[config.mk]
export PLATFORM = sky130hd
export DESIGN_NAME = tos_uart_tx
export DESIGN_NICKNAME = d
export VERILOG_FILES = /design/src/rtl/ternary_pkg.sv /design/src/rtl/baud_tick_gen.sv /design/src/rtl/tos_uart_tx.sv
export SDC_FILE = /design/constraint.sdc
export NUM_CORES = 1
export LEC_CHECK = 0
export BUFFER_PORTS_ARGS = -buffer_cell sky130_fd_sc_hd__clkbuf_2
export CORE_MARGIN = 5
export CORE_UTILIZATION = 30
export CTS_CLUSTER_DIAMETER = 30
export DETAILED_ROUTE_END_ITERATION = 10
export HOLD_SLACK_MARGIN = 0.06
export SLEW_MARGIN = 20
export SYNTH_ARGS = -nofsm -noshare
export SYNTH_HDL_FRONTEND = slang
export SYNTH_SLANG_ARGS = --single-unit
[constraint.sdc]
create_clock -name clk_in -period 6 [get_ports clk_in]
set_input_delay 0.3 -clock clk_in [delete_from_list [all_inputs] [get_ports clk_in]]
set_output_delay 0.3 -clock clk_in [all_outputs]
set_load 0.02 [all_outputs]
[src/rtl/ternary_pkg.sv]
// ---------------------------------------------------------------------------
// ternary_pkg
// Shared definitions for the ternary processor result path:
//   - SYNC_BYTE      : first byte of every result packet on the UART line
//   - tx_state_t     : packet-level FSM states of the result transmitter
//   - bit_phase_t    : per-byte bit phases (start bit, data bits, stop bits)
//   - TRIT_*         : two-bit trit encoding shared with the processor core,
//                      consumed by the LED/trit decode logic in the wrapper
//   - bytes_for()    : number of whole bytes needed to carry a bit width
// ---------------------------------------------------------------------------
package ternary_pkg;

   localparam logic [7:0] SYNC_BYTE = 8'hA5;

   typedef enum logic [1:0] {
      ST_IDLE,
      ST_SYNC,
      ST_DATA,
      ST_CHK
   } tx_state_t;

   typedef enum logic [1:0] {
      PH_START,
      PH_BITS,
      PH_STOP
   } bit_phase_t;

   // Trit encoding used by the core: one trit per two-bit field.
   localparam int         TRIT_W    = 2;
   localparam logic [1:0] TRIT_ZERO = 2'b00;
   localparam logic [1:0] TRIT_POS  = 2'b01;
   localparam logic [1:0] TRIT_NEG  = 2'b10;

   function automatic int bytes_for(input int bits);
      return (bits + 7) / 8;
   endfunction

endpackage

[src/rtl/baud_tick_gen.sv]
// ---------------------------------------------------------------------------
// baud_tick_gen
// Free-running bit-period counter 0..CLK_DIV-1 with a one-cycle tick on the
// last count. Shared with the UART RX program loader.
// Ports:
//   clk_in  in   board clock
//   rst_n   in   asynchronous active-low reset
//   clr     in   synchronous clear of the count to 0 (suppresses the tick)
//   en      in   count enable; the count holds while low
//   tick    out  high while count == CLK_DIV-1 and en is high
// ---------------------------------------------------------------------------
module baud_tick_gen #(
   parameter int CLK_DIV = 1250
) (
   input  logic clk_in,
   input  logic rst_n,
   input  logic clr,
   input  logic en,
   output logic tick
);

   localparam int               CNT_W    = (CLK_DIV > 1) ? $clog2(CLK_DIV) : 1;
   localparam logic [CNT_W-1:0] CNT_LAST = CNT_W'(CLK_DIV - 1);

   logic [CNT_W-1:0] r_count;
   logic             w_at_last;

   assign w_at_last = (r_count == CNT_LAST);
   assign tick      = en & ~clr & w_at_last;

   always_ff @(posedge clk_in or negedge rst_n) begin
      if (!rst_n) begin
         r_count <= '0;
      end else if (clr) begin
         r_count <= '0;
      end else if (en) begin
         r_count <= w_at_last ? '0 : r_count + CNT_W'(1);
      end
   end

endmodule

[src/rtl/tos_uart_tx.sv]
// ---------------------------------------------------------------------------
// tos_uart_tx
// Framed UART transmitter for the processor's top-of-stack result word.
// A rising edge on start (while ready) captures word and sends:
//   0xA5, NBYTES data bytes (LSB- or MSB-byte first), XOR of the data bytes.
// Each byte: one start bit (0), 8 data bits LSB-first, STOP_BITS ones.
// Ports:
//   clk_in   in   board clock
//   rst_n    in   asynchronous active-low reset
//   start    in   transfer request, acted on at its rising edge only
//   word     in   WORD_W-bit value, sampled in the acceptance cycle
//   ready    out  idle, a start edge now is accepted
//   busy     out  packet in progress (~ready)
//   done     out  one-cycle pulse after the final stop bit
//   uart_tx  out  serial line, idles high
// All outputs come straight from registers.
// ---------------------------------------------------------------------------
module tos_uart_tx #(
   parameter int CLK_DIV        = 1250,
   parameter int WORD_W         = 18,
   parameter int STOP_BITS      = 1,
   parameter int LSB_BYTE_FIRST = 1
) (
   input  logic              clk_in,
   input  logic              rst_n,
   input  logic              start,
   input  logic [WORD_W-1:0] word,
   output logic              ready,
   output logic              busy,
   output logic              done,
   output logic              uart_tx
);

   import ternary_pkg::*;

   localparam int               NBYTES    = bytes_for(WORD_W);
   localparam int               PAD_W     = NBYTES * 8;
   localparam int               IDX_W     = (NBYTES > 1) ? $clog2(NBYTES) : 1;
   localparam logic [IDX_W-1:0] LAST_IDX  = IDX_W'(NBYTES - 1);
   localparam logic [2:0]       LAST_STOP = 3'(STOP_BITS - 1);

   tx_state_t        r_state, w_state_next;
   bit_phase_t       r_phase, w_phase_next;
   logic             r_start_q;
   logic [PAD_W-1:0] r_word, w_word_next, w_word_pad;
   logic [7:0]       r_shift, w_shift_next;
   logic [7:0]       r_chk, w_chk_next;
   logic [2:0]       r_bit_cnt, w_bit_cnt_next;
   logic [IDX_W-1:0] r_byte_idx, w_byte_idx_next;
   logic             r_tx, w_tx_next;
   logic             r_ready, w_ready_next;
   logic             r_busy, w_busy_next;
   logic             r_done, w_done_next;

   logic             w_rise;
   logic             w_tick;
   logic             w_baud_clr;
   logic [IDX_W-1:0] w_load_idx;
   logic [IDX_W-1:0] w_load_sel;
   logic [7:0]       w_load_byte;
   logic [7:0]       w_bytes [NBYTES];

   // Split the padded word into addressable bytes (byte 0 = word[7:0]).
   generate
      for (genvar gi = 0; gi < NBYTES; gi++) begin : g_bytes
         assign w_bytes[gi] = r_word[gi*8 +: 8];
      end
   endgenerate

   assign w_rise = start & ~r_start_q;

   // Next data byte: index 0 after the sync byte, otherwise the following one.
   assign w_load_idx  = (r_state == ST_SYNC) ? '0 : r_byte_idx + IDX_W'(1);
   assign w_load_sel  = (LSB_BYTE_FIRST != 0) ? w_load_idx : LAST_IDX - w_load_idx;
   assign w_load_byte = w_bytes[w_load_sel];

   baud_tick_gen #(
      .CLK_DIV (CLK_DIV)
   ) u_baud (
      .clk_in (clk_in),
      .rst_n  (rst_n),
      .clr    (w_baud_clr),
      .en     (r_busy),
      .tick   (w_tick)
   );

   always_comb begin
      w_word_pad               = '0;
      w_word_pad[WORD_W-1:0]   = word;

      w_state_next    = r_state;
      w_phase_next    = r_phase;
      w_word_next     = r_word;
      w_shift_next    = r_shift;
      w_chk_next      = r_chk;
      w_bit_cnt_next  = r_bit_cnt;
      w_byte_idx_next = r_byte_idx;
      w_tx_next       = r_tx;
      w_ready_next    = r_ready;
      w_busy_next     = r_busy;
      w_done_next     = 1'b0;
      w_baud_clr      = 1'b0;

      if (r_state == ST_IDLE) begin
         if (w_rise) begin
            w_word_next     = w_word_pad;
            w_chk_next      = '0;
            w_state_next    = ST_SYNC;
            w_phase_next    = PH_START;
            w_shift_next    = SYNC_BYTE;
            w_bit_cnt_next  = '0;
            w_byte_idx_next = '0;
            w_tx_next       = 1'b0;      // start bit appears the next cycle
            w_ready_next    = 1'b0;
            w_busy_next     = 1'b1;
            w_baud_clr      = 1'b1;
         end
      end else if (w_tick) begin
         case (r_phase)
            PH_START: begin
               w_tx_next      = r_shift[0];
               w_phase_next   = PH_BITS;
               w_bit_cnt_next = '0;
            end
            PH_BITS: begin
               if (r_bit_cnt == 3'd7) begin
                  w_tx_next      = 1'b1;
                  w_phase_next   = PH_STOP;
                  w_bit_cnt_next = '0;
               end else begin
                  w_tx_next      = r_shift[1];
                  w_shift_next   = {1'b0, r_shift[7:1]};
                  w_bit_cnt_next = r_bit_cnt + 3'd1;
               end
            end
            PH_STOP: begin
               if (r_bit_cnt != LAST_STOP) begin
                  w_bit_cnt_next = r_bit_cnt + 3'd1;
               end else begin
                  w_bit_cnt_next = '0;
                  if (r_state == ST_CHK) begin
                     w_state_next = ST_IDLE;
                     w_phase_next = PH_START;
                     w_ready_next = 1'b1;
                     w_busy_next  = 1'b0;
                     w_done_next  = 1'b1;
                  end else begin
                     // Next byte's start bit follows the stop bit directly.
                     w_phase_next = PH_START;
                     w_tx_next    = 1'b0;
                     if (r_state == ST_DATA && r_byte_idx == LAST_IDX) begin
                        w_state_next = ST_CHK;
                        w_shift_next = r_chk;
                     end else begin
                        w_state_next    = ST_DATA;
                        w_byte_idx_next = w_load_idx;
                        w_shift_next    = w_load_byte;
                        w_chk_next      = r_chk ^ w_load_byte;
                     end
                  end
               end
            end
            default: begin
               w_phase_next = PH_START;
            end
         endcase
      end
   end

   always_ff @(posedge clk_in or negedge rst_n) begin
      if (!rst_n) begin
         r_state    <= ST_IDLE;
         r_phase    <= PH_START;
         r_start_q  <= 1'b0;
         r_word     <= '0;
         r_shift    <= '0;
         r_chk      <= '0;
         r_bit_cnt  <= '0;
         r_byte_idx <= '0;
         r_tx       <= 1'b1;
         r_ready    <= 1'b1;
         r_busy     <= 1'b0;
         r_done     <= 1'b0;
      end else begin
         r_state    <= w_state_next;
         r_phase    <= w_phase_next;
         r_start_q  <= start;
         r_word     <= w_word_next;
         r_shift    <= w_shift_next;
         r_chk      <= w_chk_next;
         r_bit_cnt  <= w_bit_cnt_next;
         r_byte_idx <= w_byte_idx_next;
         r_tx       <= w_tx_next;
         r_ready    <= w_ready_next;
         r_busy     <= w_busy_next;
         r_done     <= w_done_next;
      end
   end

   assign ready   = r_ready;
   assign busy    = r_busy;
   assign done    = r_done;
   assign uart_tx = r_tx;

endmodule

# Word level (Yosys, flattened, before mapping)
# Cells that the tools add are included.
# totals
register_bits	59
latch_bits	0
mem_bits_rw	0
romBits	0
input_bits	21
out_inout_bits	4
elab_cells	130
mem_count	0
# op_classes
n_addsub	3
n_mul	0
n_div	0
magnitude_cmp	1
eq_ne	16
shift	0
muxes	72
n_bitwise	7
n_reduce_logical	18
# op_table
op	count
8-bit two-way mux	16
2-bit two-way mux	18
11-bit two-way mux	3
1-bit two-way mux	25
8-bit binary-select mux with 2-bit select	1
8-bit one-hot mux with 2 select lines	1
3-bit two-way mux	5
3-bit inequality test, second input constant	4
6-bit AND reduction	2
11-bit by 1-bit adder with 11-bit output, second input constant	1
11-bit equality test, second input constant	1
5-bit AND reduction	2
3-bit one-hot mux with 3 select lines	1
2-bit equality test, second input constant	4
2-bit inequality test, second input constant	4
4-bit AND reduction	2
2-bit nonzero test	4
8-bit bitwise XOR	1
2-bit one-hot mux with 3 select lines	1
3-bit nonzero test	2
2-bit by 1-bit equality test with 1-bit output, second input constant	2
2-bit logical NOT	2
4-bit nonzero test	1
3-bit by 1-bit adder with 3-bit output, second input constant	1
other kinds (10)	13

# Logic depth before layout (Yosys ltp)
# Gate-level depths: netlist of the first run.
# depth
ltp_word	13
depth_mapped	9

# Cells and area by module
# Synthesis of the first run repeated with hierarchy kept, for this count alone.
# unflattened
hier_cells	367
hier_area_um2	3279.4
# modules_own_cells
module	n_inst	cells_per_inst	area_each_um2
tos_uart_tx	1	298	2638.8
baud_tick_gen	1	69	640.6

# Least setup slack after synthesis of the first run
# OpenSTA, ideal clock, no wires.
# synth_path
path_type	reg-to-reg
from	register u_baud.r_count[4]
to	register r_shift[7]
setup_ps	121
arrival_ps	2183
path_slack_ps	3696
stages_incl_launch_ff	6
path_buffers	0
period_less_slack_ps	2304
cell_sequence	dfrtp_1 or4b_4 or4_4 a221oi_4 nand2_2 o22a_1
# synth_between
elab_chain_len	4
# synth_rtl
element	line_no	source
start: declaration	baud_tick_gen.sv:25	logic [CNT_W-1:0] r_count;
start signal: assignment	baud_tick_gen.sv:37	r_count <= w_at_last ? '0 : r_count + CNT_W'(1);
11-bit equality test	baud_tick_gen.sv:28	assign w_at_last = (r_count == CNT_LAST);
1-bit AND	baud_tick_gen.sv:29	assign tick = en & ~clr & w_at_last;
2-bit nonzero test (no line)	-	
6-bit AND reduction (no line)	-	
end signal: assignment	tos_uart_tx.sv:189	r_shift <= w_shift_next;
end: declaration	tos_uart_tx.sv:46	logic [7:0] r_shift, w_shift_next;
# Every way passes these cells.
# A chain may end at the register's enable or synchronous reset.

# Worst setup path after layout of the first run
# layout_path
from	register r_state[0]
to	register r_shift[7]
# layout_between
elab_chain_len	12
word_cells_on_any_way	27
cone_classes	7 x eq/ne; 11 x mux; 4 x bitwise; 5 x reduce/logical
# layout_rtl
element	line_no	source
start: declaration	tos_uart_tx.sv:42	tx_state_t r_state, w_state_next;
start signal: assignment	tos_uart_tx.sv:185	r_state <= w_state_next;
2-bit by 1-bit equality test with 1-bit output	tos_uart_tx.sv:73	assign w_load_idx = (r_state == ST_SYNC) ? '0 : r_byte_idx + IDX_W'(1);
2-bit two-way mux	tos_uart_tx.sv:73	
2-bit NOT with 3-bit output (implied by the code)	tos_uart_tx.sv:75	assign w_load_byte = w_bytes[w_load_sel];
8-bit binary-select mux with 2-bit select	tos_uart_tx.sv:75	
8-bit two-way mux (implied by the code) (2 in a row)	tos_uart_tx.sv:75	
8-bit two-way mux	tos_uart_tx.sv:151	if (r_state == ST_DATA && r_byte_idx == LAST_IDX) begin
8-bit two-way mux	tos_uart_tx.sv:141	if (r_state == ST_CHK) begin
8-bit two-way mux	tos_uart_tx.sv:137	if (r_bit_cnt != LAST_STOP) begin
8-bit one-hot mux with 2 select lines	tos_uart_tx.sv:119	case (r_phase)
8-bit two-way mux	tos_uart_tx.sv:118	end else if (w_tick) begin
8-bit two-way mux	tos_uart_tx.sv:104	if (r_state == ST_IDLE) begin
# Parallel ways exist; a longest one is shown, timed or not. The select of a mux whose other input is x is not followed.

==> flow_metrics.env, run 1 <==
export IMPL_cts_root_buffer="clkbuf_8"
export IMPL_num_rows=37
export IMPL_slew_headroom_pct=31.0
export IMPL_cts_inserted_buffers=9
export IMPL_fp_dieW_um=113
export IMPL_r2r_start="r_state[0]$_DFFE_PN0P_"
export IMPL_syn_nets=392
export IMPL_finalSetupViolations=0
export IMPL_grt_use_met1_pct=16.3
export IMPL_fin_worst_skew_ps=9.75
export IMPL_use_met3_pct=2.51
export IMPL_drive_gt1_share_pct=13.5
export IMPL_place_ws_ps=2980
export IMPL_dr_total_vias=2657
export IMPL_cap_viol_max_count=0
export IMPL_grt_first_pass_wirelength_mm=12.4
export IMPL_synthToLayoutAreaGrowth_pct=14.9
export IMPL_hold_viol=0
export IMPL_wl_per_cell_um=13.7
export IMPL_reg2reg_to="r_shift[7]$_DFFE_PN0P_"
export IMPL_dieHeight_um=113
export IMPL_max_freq_mhz=331
export IMPL_yosys_warnings=0
export IMPL_r2r_cells=6
export IMPL_whs_ps=108
export IMPL_placement_cell_area_um2=3450
export IMPL_ios=25
export IMPL_track_usage_pct=11.9
export IMPL_drt_initial_drc_count=152
export IMPL_cp_start_kind="register"
export IMPL_crit_path_end_kind="register"
export IMPL_worst_slew_pin_slew_ps=1030
export IMPL_rsz0062_at_grt="no"
export IMPL_synth_seq_cells=59
export IMPL_num_fill_cells=1069
export IMPL_synth_cell_types=51
export IMPL_finalNetCount=416
export IMPL_antenna_found_initial=0
export IMPL_yosys_top_cells_count="nand2_1 (78), dfrtp_1 (57), o21ai_0 (32)"
export IMPL_critPathBufInv=1
export IMPL_ys_seq_area_share_pct=46.4
export IMPL_period_share_pct=50.4
export IMPL_dpl_hpwl_mm=4.95
export IMPL_avgSynthCellArea_um2=8.92
export IMPL_route_detailed_drc=0
export IMPL_dieArea_um2=12800
export IMPL_synth_edf_count=0
export IMPL_grt_max_degree=60
export IMPL_wl_mm=7.14
export IMPL_leakage_uw=0.00167
export IMPL_crit_path_top_delay_cell="nand3b_1"
export IMPL_post_place_cells=506
export IMPL_cts_tree="done"
export IMPL_firstDrtPassIters=4
export IMPL_layoutNonFillerInstCount=522
export IMPL_synth_area_top_cells="dfrtp_1 (45%), nand2_1 (9.2%), ha_1 (5.5%)"
export IMPL_worst_slack_ps=2980
export IMPL_grt_overflow=0
export IMPL_portBuffers=24
export IMPL_viasPerCell=5.09
export IMPL_postCtsSetupRepairBufs=0
export IMPL_cp_top_family="simple AND/OR/NAND/NOR gates"
export IMPL_worstPathArrival_ps=3240
export IMPL_yosysMostFrequentCell="nand2_1"
export IMPL_grt_pass1_vias=2594
export IMPL_top_usage_layer="met2"
export IMPL_critPathRequiredTime_ps=6220
export IMPL_gp_congestion=0.816
export IMPL_yosys_area_top_type_share_pct=44.8
export IMPL_ctsHoldBuffers=0
export IMPL_path_max_fanout=25
export IMPL_cts_buffer_depth=2
export IMPL_r2r_setup_slack_ps=2980
export IMPL_post_route_min_period_ps=3020
export IMPL_synth_ff_type="dfrtp_1"
export IMPL_antennaDiodeCount=0
export IMPL_slew_viol_final=0
export IMPL_vdd_drop_max_v=0.000116
export IMPL_core_area_um2=10300
export IMPL_fin_tns_setup_ps=0
export IMPL_clk_pin_slew_worst_paths_ps=70
export IMPL_syn_inst=357
export IMPL_syn_area_um2=3180
export IMPL_use_met2_pct=18.0
export IMPL_cts_resized_gates=0
export IMPL_power_density_nw_per_um2=238
export IMPL_cts_sinks=59
export IMPL_path_cells="inv_1 > ha_1 > nand3b_1 > a221oi_4 > nand2_2 > o22a_1"
export IMPL_start_util_pct=30.8
export IMPL_crit_type="register to register"
export IMPL_fin_area_um2=3660
export IMPL_h_tree_depth=3
export IMPL_outcome="completed"
export IMPL_async_flop_share_pct=100
export IMPL_hold_path_class="input pin to asynchronous set/reset pin"
export IMPL_ant_nets=0
export IMPL_yosysTopAreaCell="dfrtp_1"
export IMPL_slowest_delay_ps=810
export IMPL_insertion_delay_ps=330
-- power breakdown --
group	internal, uW	leakage, uW	switching (uW)
clock network	227	0.000104	154
logic	24.2	0.000847	32.8
registers	415	0.000720	19.8
total	666	0.00167	206
-- logic make-up (layout without fill, tap and decap cells) --
logic type      after synthesis  in the layout  synth area share, %
simple gates                150            150                 22.3
compound gates              103            103                 21.5
flops                        59             59                 46.4
buf+inv                      28             57                 3.34
fa+ha+maj                    14             14                 5.50
mux                           3              3                0.982
-- through the flow --
| step | total power (uW) | utilization (%) |
|---|---|---|
| global placement | 498 | 33.4 |
| global route | 911 | 35.4 |
| CTS | 887 | 35.4 |
| detailed placement | 501 | 33.4 |
| floorplan | 471 | - |
| finish | 873 | 35.4 |
-- sequential cells by signal, summed over array words and instances, names as in the netlist --
signal,flops
r_bit_cnt,3
r_phase,2
r_word,18
r_start_q,1
uart_tx,1
r_state,2
busy,1
u_baud.r_count,11
ready,1
r_byte_idx,2
done,1
r_chk,8
r_shift,8
-- cell usage in the layout (no fill, tap or decap), drive strengths merged, types with 2 or more instances in the layout --
| cell | instances |
|---|---|
| nand3 | 7 |
| buf | 4 |
| o22a | 2 |
| dfrtp | 57 |
| nand2b | 2 |
| mux2i | 2 |
| a32o | 5 |
| dfstp | 2 |
| nor2 | 16 |
| and3 | 9 |
| nand4 | 4 |
| a21o | 3 |
| nor4 | 4 |
| o2bb2ai | 5 |
| a211o | 2 |
| clkbuf | 39 |
| a311oi | 4 |
| o31ai | 7 |
| a21oi | 22 |
| o21ai | 32 |
| ha | 14 |
| and2 | 9 |
| or2 | 2 |
| nor3 | 7 |
| a31oi | 7 |
| nor3b | 2 |
| o22ai | 3 |
| nand2 | 79 |
| inv | 13 |
| nor2b | 3 |
-- final cells by class --
type	count	area, um^2	share of cell area, %
clock inverters	1	30.0	0.821
multi-input cells	270	1600	43.8
well taps	136	170	4.65
repair buffers	28	150	4.10
clock buffers	15	176	4.82
inverters	13	48.8	1.33
flip-flops and latches	59	1480	40.4
-- layer usage --
metal | routed length [um] | part of all wire [%]
met1 | 3570 | 50
met2 | 3260 | 46
met3 | 220 | 3.1
met4 | 97 | 1.4
met5 | 0 | 0
-- how the worst max path moves through the flow --
stage	depth (start not counted)	endpoint	from	slack, ps
floorplan	5	r_shift[7]$_DFFE_PN0P_	u_baud.r_count[4]$_DFFE_PN0P_	3700
global placement	6	r_shift[7]$_DFFE_PN0P_	r_state[0]$_DFFE_PN0P_	3060
detailed placement	6	r_shift[7]$_DFFE_PN0P_	r_state[0]$_DFFE_PN0P_	2980
CTS	6	r_shift[7]$_DFFE_PN0P_	r_state[0]$_DFFE_PN0P_	2970
global route	6	r_shift[7]$_DFFE_PN0P_	r_state[0]$_DFFE_PN0P_	2640
finish	6	r_shift[7]$_DFFE_PN0P_	r_state[0]$_DFFE_PN0P_	2980
No activity file was read; power rests on OpenSTA's default activity.
==> run 2, diff against run 1 <==
--- a/config.mk
+++ b/config.mk
@@ -5,6 +5,7 @@
 export SDC_FILE = /design/constraint.sdc
 export NUM_CORES = 1
 export LEC_CHECK = 0
+export ABC_AREA = 1
 export BUFFER_PORTS_ARGS = -buffer_cell sky130_fd_sc_hd__clkbuf_2
 export CORE_MARGIN = 5
 export CORE_UTILIZATION = 30
==> constraint.sdc (replaced) <==
create_clock -name clk_in -period 2.5 [get_ports clk_in]
set_input_delay 0.125 -clock clk_in [delete_from_list [all_inputs] [get_ports clk_in]]
set_output_delay 0.125 -clock clk_in [all_outputs]
set_load 0.02 [all_outputs]
==> run 2 against run 1 <==
Synthesized cell count is 21% higher; fmax is 44% higher; cell area is 8.4% higher; sequential share of layout area is 3.1 points lower; total power grew to 5.3 times the previous value; worst setup slack worse by 2600 ps; sequential power grew to 3.7 times the previous value; first-iteration DRC count is 31% lower; critical path type unchanged; count of clock-buffer cells in the layout is 4 lower; utilization is 1.5 points higher; non-clock buffer count is 19 higher; via count is 7.7% higher; highest routed layer unchanged.
==> flow_metrics.env, run 2 <==
export IMPL_portBuffers=24
export IMPL_slew_viol_final=0
export IMPL_grt_max_degree=33
export IMPL_cts_resized_gates=0
export IMPL_slew_headroom_pct=47.4
export IMPL_num_fill_cells=1161
export IMPL_top_register="r_word"
export IMPL_whs_ps=395
export IMPL_postCtsSetupRepairBufs=0
export IMPL_max_freq_mhz=476
export IMPL_largest_register_ffs=18
export IMPL_yosys_area_top_type_share_pct=43.6
export IMPL_fin_util_pct=36.9
export IMPL_fp_dieW_um=114
export IMPL_cts_inserted_buffers=9
export IMPL_grt_pass1_vias=2969
export IMPL_leakage_uw=0.00198
export IMPL_rsz0062_at_grt="no"
export IMPL_fin_worst_skew_ps=12.6
export IMPL_wl_per_cell_um=11.7
export IMPL_syn_area_um2=3270
export IMPL_yosysTopAreaCell="dfrtp_1"
export IMPL_synth_edf_count=0
export IMPL_grt_overflow=0
export IMPL_dieArea_um2=13100
export IMPL_grt_first_pass_wirelength_mm=13.6
export IMPL_mostFrequentLayoutCells="nand2_1 (155), dfrtp_1 (57), inv_1 (48), nor2_1 (43), o21ai_0 (37)"
export IMPL_cts_tree="done"
export IMPL_wl_mm=7.39
export IMPL_multi_input_area_um2=1580
export IMPL_cp_start_kind="register"
export IMPL_power_density_nw_per_um2=1160
export IMPL_final_common_cell="nand2_1"
export IMPL_outcome="completed"
export IMPL_cts_sinks=59
export IMPL_crit_end="r_shift[4]$_DFFE_PN0P_"
export IMPL_finalSetupViolations=0
export IMPL_slowest_delay_ps=490
export IMPL_insertion_delay_ps=340
export IMPL_cp_startpoint="r_phase[0]$_DFFE_PN0P_"
export IMPL_cts_buffer_depth=2
export IMPL_antenna_found_initial=0
export IMPL_post_route_min_period_ps=2100
export IMPL_crit_path_end_kind="register"
export IMPL_crit_type="register to register"
export IMPL_track_usage_pct=12.9
export IMPL_avgSynthCellArea_um2=7.56
export IMPL_crit_path_top_delay_cell="ha_1"
export IMPL_vdd_drop_max_v=0.000509
export IMPL_cts_root_buffer="clkbuf_8"
export IMPL_h_tree_depth=3
export IMPL_synth_ff_type="dfrtp_1"
export IMPL_syn_nets=468
export IMPL_dieHeight_um=114
export IMPL_r2r_cells=9
export IMPL_start_util_pct=30.5
export IMPL_ctsHoldBuffers=20
export IMPL_viasPerCell=4.55
export IMPL_yosysMostFrequentCell="nand2_1"
export IMPL_period_share_pct=84.0
export IMPL_r2r_start="r_phase[0]$_DFFE_PN0P_"
export IMPL_syn_inst=433
export IMPL_finalNetCount=519
export IMPL_path_max_fanout=15
export IMPL_num_rows=38
export IMPL_fin_tns_setup_ps=0
export IMPL_ff_latch_area_um2=1480
export IMPL_route_detailed_drc=0
export IMPL_reg_largest_list="r_word: 18 flops, u_baud.r_count: 11 flops"
export IMPL_drive_gt1_share_pct=11.9
export IMPL_reg2reg_to="r_shift[4]$_DFFE_PN0P_"
export IMPL_hold_path_class="input pin to asynchronous set/reset pin"
export IMPL_ys_seq_area_share_pct=45.2
export IMPL_dr_total_vias=2861
export IMPL_core_area_um2=10700
export IMPL_hold_viol=0
export IMPL_synth_area_top_cells="dfrtp_1 (44%), nand2_1 (18%), o21ai_0 (5.7%)"
export IMPL_ant_nets=0
export IMPL_yosys_warnings=0
export IMPL_synth_seq_cells=59
export IMPL_antennaDiodeCount=0
export IMPL_yosys_top_cells_count="nand2_1 (155), dfrtp_1 (57), inv_1 (48)"
export IMPL_gp_congestion=0.815
export IMPL_worst_slew_pin_slew_ps=789
export IMPL_drt_initial_drc_count=105
export IMPL_worstPathArrival_ps=2300
export IMPL_dpl_hpwl_mm=5.34
export IMPL_firstDrtPassIters=4
export IMPL_path_cells="inv_1 > ha_1 > inv_1 > nor2_1 > nand2_1 > nand2_1 > nor2_2 > nand3_1 > o21ai_0"
export IMPL_r2r_setup_slack_ps=400
export IMPL_clk_pin_slew_worst_paths_ps=70
export IMPL_cap_viol_max_count=0
export IMPL_synth_cell_types=33
export IMPL_finalPower_uw=4600
export IMPL_critPathRequiredTime_ps=2700
export IMPL_ios=25
export IMPL_synthToLayoutAreaGrowth_pct=21.2
export IMPL_async_flop_share_pct=100
## run 2: cell count changes in the layout (fill, tap and decap cells not counted), sizes merged, moves of 5 or more
cell / before / now
nor3: 7 / 2
and2: 9 / 0
a21oi: 22 / 6
xor2: 0 / 8
nor2: 16 / 46
o31ai: 7 / 0
o2bb2ai: 5 / 0
o21ai: 32 / 37
nand2: 79 / 161
and3: 9 / 0
nand3: 7 / 21
inv: 13 / 48
dlygate4sd3: 0 / 20
a31oi: 7 / 0
## run 2: logic make-up (layout without fill, tap and decap cells)
kind of cell / Yosys count / in the layout / share of synthesized area (%)
simple gates: 238 / 238 / 30.8
compound gates: 57 / 57 / 9.67
fa+ha+maj: 14 / 14 / 5.35
buf+inv: 56 / 112 / 6.57
flops: 59 / 59 / 45.2
xor+xnor: 9 / 9 / 2.41
## run 2: worst min path at each step
stage                from                            end  slack [ps]  depth (start not counted)
CTS                 rst_n  u_baud.r_count[9]$_DFFE_PN0P_         410                          2
global route        rst_n  u_baud.r_count[9]$_DFFE_PN0P_         450                          2
floorplan           rst_n               busy$_DFFE_PN0P_        -170                          0
global placement    rst_n  u_baud.r_count[8]$_DFFE_PN0P_         240                          1
finish              rst_n  u_baud.r_count[9]$_DFFE_PN0P_         400                          2
detailed placement  rst_n  u_baud.r_count[9]$_DFFE_PN0P_         250                          1
## run 2: routing by layer
| layer | share of wire [%] | track usage, % | wire length (um) | vias up |
|---|---|---|---|---|
| met1 | 45 | 15.5 | 3310 | 1346 |
| met2 | 51 | 22.4 | 3740 | 40 |
| met5 | 0 | 0 | 0 | - |
| met4 | 1.0 | 3.64 | 76 | 0 |
| met3 | 3.5 | 3.65 | 261 | 7 |
| li1 | - | - | - | 1468 |
## run 2: stage by stage
stage               cells  instance area, um^2  worst slack (ps)
finish                629                 3970               401
global route          629                 3970               122
CTS                   629                 3970               379
detailed placement    593                 3570               400
global placement      593                 3570               376
floorplan             433                 3270               847
## run 2: power by group
group	switching, uW	internal [uW]
logic	1370	745
clock network	376	482
registers	268	1360
total	2020	2580
## run 2: area by class of cell
type | instances | share of cell area, %
well taps | 140 | 4.42
clock buffers | 11 | 3.56
multi-input cells | 318 | 39.8
repair buffers | 47 | 8.96
flip-flops and latches | 59 | 37.3
inverters | 49 | 4.64
clock inverters | 5 | 1.32
## run 2: worst max-delay path, delay by kind of cell (launching register included)
kind / cells / cell delay, ps
and+or+nand+nor: 5 / 670
adders and majority gates: 1 / 490
DFF: 1 / 410
buffers and inverters: 2 / 260
AOI/OAI and AO/OA: 1 / 130
==> run 3, diff against run 2 <==
==> constraint.sdc (replaced) <==
create_clock -name clk_in -period 1.9 [get_ports clk_in]
set_input_delay 0.095 -clock clk_in [delete_from_list [all_inputs] [get_ports clk_in]]
set_output_delay 0.095 -clock clk_in [all_outputs]
set_load 0.02 [all_outputs]
==> run 3 against run 2 <==
Utilization is 2.0 points higher; first-iteration DRC count is 46% higher; cell area is 5.3% higher; register-to-register slack worse by 290 ps; sequential share of layout area is 1.9 points lower; combinational power is 49% higher; critical path depth stayed put; critical path type unchanged; critical endpoint is now r_shift[0]$_DFFE_PN0P_; highest routed layer unchanged.
==> flow_metrics.env, run 3 (same netlist as run 2, synthesis figures left out) <==
export IMPL_num_rows=38
export IMPL_worstPathArrival_ps=2070
export IMPL_max_freq_mhz=559
export IMPL_h_tree_depth=3
export IMPL_vdd_drop_max_v=0.000530
export IMPL_drive_gt1_share_pct=17.2
export IMPL_gp_congestion=0.878
export IMPL_synthToLayoutAreaGrowth_pct=27.6
export IMPL_post_route_min_period_ps=1790
export IMPL_firstDrtPassIters=4
export IMPL_insertion_delay_ps=340
export IMPL_cts_root_buffer="clkbuf_8"
export IMPL_grt_pass1_vias=2858
export IMPL_path_max_fanout=11
export IMPL_dieArea_um2=13100
export IMPL_portBuffers=24
export IMPL_viasPerCell=4.54
export IMPL_fin_tns_setup_ps=0
export IMPL_dieHeight_um=114
export IMPL_grt_max_degree=33
export IMPL_power_frac_comb_pct=48.5
export IMPL_cts_tree="done"
export IMPL_switching_share_pct=43.5
export IMPL_p_clk_share_pct=18.9
export IMPL_top_register="r_word"
export IMPL_antennaDiodeCount=0
export IMPL_antenna_found_initial=0
export IMPL_ios=25
export IMPL_outcome="completed"
export IMPL_worst_slack_ps=112
export IMPL_cap_viol_max_count=0
export IMPL_slew_headroom_pct=69.3
export IMPL_grt_overflow=0
export IMPL_leakage_uw=0.00209
export IMPL_dr_total_vias=2937
export IMPL_cts_buffer_depth=2
export IMPL_mostFrequentLayoutCells="nand2_1 (154), dfrtp_1 (57), inv_1 (47), nor2_1 (39), o21ai_0 (36)"
export IMPL_slew_viol_final=0
export IMPL_final_common_cell="nand2_1"
export IMPL_p_sw_uw=2820
export IMPL_hold_path_class="input pin to asynchronous set/reset pin"
export IMPL_cp_start_kind="register"
export IMPL_power_density_nw_per_um2=1560
export IMPL_largest_register_ffs=18
export IMPL_reg2reg_to="r_shift[0]$_DFFE_PN0P_"
export IMPL_dpl_hpwl_mm=5.58
export IMPL_r2r_setup_slack_ps=110
export IMPL_critPathRequiredTime_ps=2180
export IMPL_route_detailed_drc=0
export IMPL_wl_per_cell_um=12.1
export IMPL_fin_util_pct=38.9
export IMPL_core_area_um2=10700
export IMPL_drt_initial_drc_count=153
export IMPL_hold_viol=0
export IMPL_track_usage_pct=12.7
export IMPL_reg_largest_list="r_word: 18 flops, u_baud.r_count: 11 flops"
export IMPL_r2r_cells=9
export IMPL_sequentialPowerShare_pct=32.6
export IMPL_period_share_pct=94.1
export IMPL_crit_type="register to register"
export IMPL_ant_nets=0
export IMPL_finalSetupViolations=0
export IMPL_grt_first_pass_wirelength_mm=13.3
export IMPL_crit_path_end_kind="register"
export IMPL_r2r_start="r_state[0]$_DFFE_PN0P_"
export IMPL_layoutNonFillerInstCount=647
export IMPL_fin_worst_skew_ps=8.95
export IMPL_worst_slew_pin_slew_ps=461
export IMPL_start_util_pct=30.5
export IMPL_wl_mm=7.86
export IMPL_post_place_cells=604
export IMPL_cts_sinks=59
export IMPL_place_ws_ps=1.72
export IMPL_clk_pin_slew_worst_paths_ps=70
export IMPL_cts_inserted_buffers=9
export IMPL_fp_dieW_um=114
export IMPL_p_int_uw=3670
export IMPL_finalNetCount=537
## run 3: cell count changes in the layout (fill, tap and decap cells not counted), sizes merged
cell	delta
nor2	+1
buf	+17
clkbuf	+1
clkinv	-1
## run 3: worst max-delay path by stage
stage                                      start                        end  slack (ps)  cells after the start
after CTS                 r_state[0]$_DFFE_PN0P_           busy$_DFFE_PN0P_           7                     10
after detailed placement  r_state[0]$_DFFE_PN0P_       r_chk[0]$_DFFE_PN0P_           2                      9
after floorplan           r_state[0]$_DFFE_PN0P_  r_byte_idx[0]$_DFFE_PN0P_         250                      8
after global placement    r_state[0]$_DFFE_PN0P_       r_chk[6]$_DFFE_PN0P_          90                      9
after global routing      r_state[0]$_DFFE_PN0P_     r_shift[5]$_DFFE_PN0P_         -10                     10
final                     r_state[0]$_DFFE_PN0P_     r_shift[0]$_DFFE_PN0P_         110                      9
## run 3: what timing repair did
action	in CTS	in global routing
endpoints found under the hold margin	34	0
hold buffers	20	0
endpoints found under the setup margin	8	26
gates cloned	0	1
pin swaps	0	4
setup buffers	0	6
gates resized for setup	2	13
## run 3: per-stage QoR
stage	instance area (um^2)	hold slack [ps]	total power, uW
finish	4180	232	6500
global route	4180	274	7140
CTS	4080	231	6390
detailed placement	3650	74.3	5080
global placement	3650	65.3	4990
floorplan	3270	-201	4220
## run 3: final cells by class
class                           count  area [um^2]
Fill cell                        1128         6570
Multi-Input combinational cell    319         1640
Sequential cell                    59         1480
Timing Repair Buffer               64          483
Inverter                           49          184
Tap cell                          140          175
Clock buffer                       12          165
Clock inverter                      4         47.5
## run 3: metal layers
layer	track usage, %	vias to the layer above	part of all wire, %
met5	0	-	0
met4	5.07	0	2.1
met3	3.12	15	3.6
met2	21.3	48	48
met1	15.7	1366	46
li1	-	1508	-
## run 3: power by group through the flow
stage	registers, uW	clock network (uW)	logic (uW)
finish	2120	1230	3150
detailed placement	2140	0	2940
global placement	2120	0	2870
floorplan	2090	0	2130
CTS	2120	1270	3010
global route	2180	1320	3640
## run 3: critical path, cell delays in order (launching register included)
cell      delay, ps
dfrtp_1         400
buf_4           140
ha_1            220
nor2_1          180
inv_2           130
o21ai_0         300
nand2_1         120
nand3_1         100
nand3b_1         70
nand2_1          60
